### src/rtl/div_issue_ctrl_pkg.sv
// -----------------------------------------------------------------------------
// div_issue_ctrl_pkg
// Shared CPU definitions for the EX-stage divider requester:
//   - CPU_XLEN      : architectural operand width
//   - div_state_e   : requester FSM state encoding
//   - DIV_START/STOP, DIV_READY/NOT_READY : divider handshake levels
// -----------------------------------------------------------------------------
package div_issue_ctrl_pkg;

  localparam int CPU_XLEN = 32;

  typedef enum logic [1:0] {
    ST_IDLE   = 2'd0,
    ST_BUSY   = 2'd1,
    ST_DONE   = 2'd2,
    ST_CANCEL = 2'd3
  } div_state_e;

  // Divider handshake levels
  localparam logic DIV_START     = 1'b1;
  localparam logic DIV_STOP      = 1'b0;
  localparam logic DIV_READY     = 1'b1;
  localparam logic DIV_NOT_READY = 1'b0;

endpackage : div_issue_ctrl_pkg

### src/rtl/div_issue_ctrl.sv
// -----------------------------------------------------------------------------
// div_issue_ctrl
// EX-stage requester for the multi-cycle HI/LO divider. Accepts a decoded
// DIV/DIVU, latches operands, drives the divider start/annul/signed lines,
// stalls the pipeline until the divider is ready and then presents the
// {remainder, quotient} as a HI/LO write. A flush cancels an in-flight divide.
//
// Ports
//   clk, rst                 clock / asynchronous active-low reset
//   valid_i, signed_i        DIV/DIVU present in EX, 1 = signed
//   op1_i, op2_i             dividend / divisor
//   flush_i                  kill the EX instruction (highest priority)
//   ex_stall_i               later-stage stall, EX cannot advance
//   div_start_o/annul_o      divider start / annul (registered)
//   div_signed_o, div_op*_o  latched operation and operands
//   div_result_i, div_ready_i divider {rem, quot} and result-valid
//   stall_req_o              pipeline stall request (combinational)
//   hilo_we_o, hi_o, lo_o    HI/LO write enable and captured result
//   state_o                  current FSM state (debug)
//
// Handshake: div_start_o is a level. It rises on acceptance and stays high
// until the divider reports div_ready_i (seen only in BUSY) or the request is
// cancelled. Dropping start releases a divider sitting in its end state.
// div_annul_o pulses for exactly one cycle on cancel to abort an iterating
// divider. Operands are only sampled by the divider while start is high and
// are held stable from acceptance until the next acceptance.
// -----------------------------------------------------------------------------
module div_issue_ctrl
  import div_issue_ctrl_pkg::*;
#(
  parameter int XLEN       = CPU_XLEN,
  parameter int CANCEL_CYC = 2
) (
  input  logic              clk,
  input  logic              rst,
  input  logic              valid_i,
  input  logic              signed_i,
  input  logic [XLEN-1:0]   op1_i,
  input  logic [XLEN-1:0]   op2_i,
  input  logic              flush_i,
  input  logic              ex_stall_i,
  output logic              div_start_o,
  output logic              div_annul_o,
  output logic              div_signed_o,
  output logic [XLEN-1:0]   div_op1_o,
  output logic [XLEN-1:0]   div_op2_o,
  input  logic [2*XLEN-1:0] div_result_i,
  input  logic              div_ready_i,
  output logic              stall_req_o,
  output logic              hilo_we_o,
  output logic [XLEN-1:0]   hi_o,
  output logic [XLEN-1:0]   lo_o,
  output div_state_e        state_o
);

  // Counter wide enough to hold CANCEL_CYC-1
  localparam int CW = (CANCEL_CYC > 2) ? $clog2(CANCEL_CYC) : 1;
  localparam logic [CW-1:0] CANCEL_INIT = CW'(CANCEL_CYC - 1);

  div_state_e    state;
  logic [CW-1:0] cancel_cnt;

  always_ff @(posedge clk or negedge rst) begin
    if (!rst) begin
      state        <= ST_IDLE;
      div_start_o  <= DIV_STOP;
      div_annul_o  <= 1'b0;
      div_signed_o <= 1'b0;
      div_op1_o    <= '0;
      div_op2_o    <= '0;
      hi_o         <= '0;
      lo_o         <= '0;
      cancel_cnt   <= '0;
    end else begin
      case (state)
        ST_IDLE: begin
          if (valid_i && !flush_i) begin
            div_signed_o <= signed_i;
            div_op1_o    <= op1_i;
            div_op2_o    <= op2_i;
            div_start_o  <= DIV_START;
            state        <= ST_BUSY;
          end
        end

        ST_BUSY: begin
          // Flush beats a same-cycle ready: the result is dropped.
          if (flush_i) begin
            div_start_o <= DIV_STOP;
            div_annul_o <= 1'b1;
            cancel_cnt  <= CANCEL_INIT;
            state       <= ST_CANCEL;
          end else if (div_ready_i == DIV_READY) begin
            hi_o        <= div_result_i[2*XLEN-1:XLEN];
            lo_o        <= div_result_i[XLEN-1:0];
            div_start_o <= DIV_STOP;
            state       <= ST_DONE;
          end
        end

        ST_DONE: begin
          // valid_i here is the same instruction still in EX; never re-issue.
          if (flush_i || !ex_stall_i) begin
            state <= ST_IDLE;
          end
        end

        ST_CANCEL: begin
          // Annul only in the first cancel cycle; the remaining cycles let a
          // divider in any state settle before new work is accepted.
          div_annul_o <= 1'b0;
          if (cancel_cnt == '0) begin
            state <= ST_IDLE;
          end else begin
            cancel_cnt <= cancel_cnt - CW'(1);
          end
        end

        default: state <= ST_IDLE;
      endcase
    end
  end

  assign stall_req_o = ((state == ST_IDLE) && valid_i && !flush_i) ||
                       (state == ST_BUSY) || (state == ST_CANCEL);

  assign hilo_we_o = (state == ST_DONE) && !flush_i;

  assign state_o = state;

endmodule : div_issue_ctrl

### config.mk
export PLATFORM = sky130hd
export DESIGN_NAME = div_issue_ctrl
export DESIGN_NICKNAME = d
export VERILOG_FILES = /design/src/rtl/div_issue_ctrl_pkg.sv /design/src/rtl/div_issue_ctrl.sv
export SDC_FILE = /design/constraint.sdc
export NUM_CORES = 1
export LEC_CHECK = 0
export ABC_CLOCK_PERIOD_IN_PS = 2900
export BUFFER_PORTS_ARGS = -buffer_cell sky130_fd_sc_hd__buf_2
export CAP_MARGIN = 20
export CORE_UTILIZATION = 24
export DETAILED_ROUTE_END_ITERATION = 6
export MAX_ROUTING_LAYER = met4
export PLACE_DENSITY = 0.6
export SYNTH_ARGS = -nofsm -noshare
export SYNTH_HDL_FRONTEND = slang
export SYNTH_SLANG_ARGS = --single-unit
### constraint.sdc
create_clock -name clk -period 2.9 [get_ports clk]
set_input_delay 0.58 -clock clk [delete_from_list [all_inputs] [get_ports clk]]
set_output_delay 0.58 -clock clk [all_outputs]
set_load 0.05 [all_outputs]
==> results.yml <==
status:
  status: "finished clean"
layout:
  diodes: 0
  final_area_um2: 7490
  final_core_util_pct: 35.2
  final_nets: 710
  drive_above_1_share_pct: 69.8
  n_fill_cell: 2092
  syn_to_final_growth_pct: 42.1
cts:
  clockBufferDepth: 2
  cts_hold_buffers: 0
  cts_resized: 0
  post_cts_buffers: 0
  path_clk_slew_ns: 0.06
  cts_made_buffers: 17
  clockRootBuffer: "clkbuf_16"
  clock_latency_ns: 0.40
  cts_tree: "yes"
  htree_levels: 4
  clkSinkCount: 133
routing:
  drt_drc_violations_left: 0
  ant_nets: 0
  drt-total-wl_um: 12400
  wl_per_cell_um: 14.4
  via_count: 3475
  dr.pass1.iters: 4
  drt_iter0_markers: 44
  viasPerCell: 4.03
global_route:
  grt_max_degree: 68
  overflow: 0
  grt_pass1_wl_um: 18600
  antenna_found_initial: 0
  track_usage_pct: 11.3
  grt_pass1_vias: 3560
synthesis:
  syn_inst: 295
  yosys-top-cells-area: "dfrtp_1, mux2_4, mux2_2"
  synth_top_area_share_pct: 63.2
  syn_area_per_cell_um2: 17.9
  yosys_warnings: 0
  syn-num-nets: 430
  yosys.area.top_type: "dfrtp_1"
  synth_most_common_cell: "dfrtp_1"
  synth_area_um2: 5270
  ys_seq_area_share_pct: 63.2
  synth_seq_cells: 133
  async_flop_share_pct: 100
  synth_common_cells: "dfrtp_1, mux2_4, mux2_2, mux2_1, buf_6"
  synth_edf_count: 0
  ys_types: 19
  yosys_most_used_dff: "dfrtp_1"
placement:
  port_buffers: 269
  placed_cell_area_um2: 6920
  place_congestion: 0.715
  dp_hpwl_um: 8890
sta:
  setup_viol: 0
  fin_worst_skew_ns: 0.00690
  rsz0062_at_grt: "false"
  period_minus_slack_ns: 2.10
  fin_setup_tns_ns: 0
  fmax_mhz: 477
  hold_violations: 0
  final.period_utilization_pct: 72.3
  tightest_slew_ns: 0.574
  relSlewSlack_pct: 61.7
  drv_slew: 0
critical_path:
  cpMaxStageDelayCell: "dfrtp_1"
  worstPathArrival_ns: 1.52
  path_class: "reg2out"
  slowest_delay_ns: 0.48
  r2r_setup_slack_ns: 1.02
  path_buf_inv: 1
  worstPathCellList: "nor2_2 -> a21o_1 -> buf_2"
  critPathLaunchType: "flop"
  worstPathRequired_ns: 2.32
  cp_max_fo: 9
  path_delay_family: "flip-flops"
  endpoint_kind: "output port"
die:
  dieHeight_um: 150
  initial_utilization_pct: 24.8
  die_w_um: 150
  core.rowCount: 53
  core_region_area_um2: 21300
  die-area_um2: 22500
  ios: 270
run:
  maxCapViolations: 0
min_path:
  min_path_type: "in2async"
## worst reg2reg max path: cells and delay by family, from the launching register on
family	cells	cell delay, ns
buffers and inverters	1	0.32
multiplexers	1	0.38
flip-flops	1	0.48
AND/OR/NAND/NOR	2	0.58
## final cells by class
| type | instances | area [um2] | share of cell area (%) |
|---|---|---|---|
| sequential | 133 | 3330 | 44.5 |
| multi-input combinational | 147 | 1810 | 24.1 |
| timing repair buffer | 276 | 1440 | 19.3 |
| clock buffer | 19 | 433 | 5.78 |
| tap | 275 | 344 | 4.60 |
| clock inverter | 12 | 133 | 1.77 |
## logic make-up after synthesis
group / after synthesis / synth area share (%)
multiplexers: 129 / 31.8
AND/OR/NAND/NOR: 10 / 1.40
flip-flops: 133 / 63.2
buffers and inverters: 15 / 2.66
AO/OA/AOI/OAI: 8 / 0.926
## worst paths after layout
path                                          start                  endpoint  cells past startpoint
max                          state_o[1]$_DFFE_PN0P_               stall_req_o                      3
min                                             rst       lo_o[2]$_DFFE_PN0P_                      1
max reg2reg                  state_o[1]$_DFFE_PN0P_      lo_o[18]$_DFFE_PN0P_                      4
min reg2reg                div_op2_o[9]$_DFFE_PN0P_  div_op2_o[9]$_DFFE_PN0P_                      1
max in group asynchronous                       rst  div_op1_o[3]$_DFFE_PN0P_                      2
min in group clk                           op2_i[9]  div_op2_o[9]$_DFFE_PN0P_                      2
## cell usage in the layout, fill, tap and decap left out, types with 3 or more instances in the layout
cell / n
a21oi_1: 3
clkinv_2: 3
clkinv_4: 3
buf_12: 3
mux2_4: 60
mux2_1: 28
buf_4: 4
clkinvlp_4: 3
mux2_2: 41
dfrtp_1: 133
buf_2: 268
clkbuf_16: 17
## per-layer routing
metal,vias to the layer above,wire (um),GRT usage [%]
met5,-,0,-
met4,0,154,4.85
met3,8,789,3.03
met2,149,6160,18.3
met1,1713,5300,13.1
li1,1605,-,-
## stage by stage
| stage | setup slack, ns | hold slack (ns) | cells |
|---|---|---|---|
| global placement | 0.809 | 0.463 | 831 |
| CTS | 0.757 | 0.148 | 862 |
| floorplan | 0.984 | 0.284 | 295 |
| detailed placement | 0.784 | 0.469 | 831 |
| global route | 0.713 | 0.168 | 862 |
| finish | 0.804 | 0.132 | 862 |
## flip-flops by register name, summed over array words and instances, names as in the netlist
signal and cells:
hi_o 32, div_signed_o 1, div_op2_o 32, state_o 2, lo_o 32, div_annul_o 1
div_start_o 1, div_op1_o 32
Power is not shown: default switching activity piles up to over one toggle a cycle in this logic, so the estimate is an artifact.
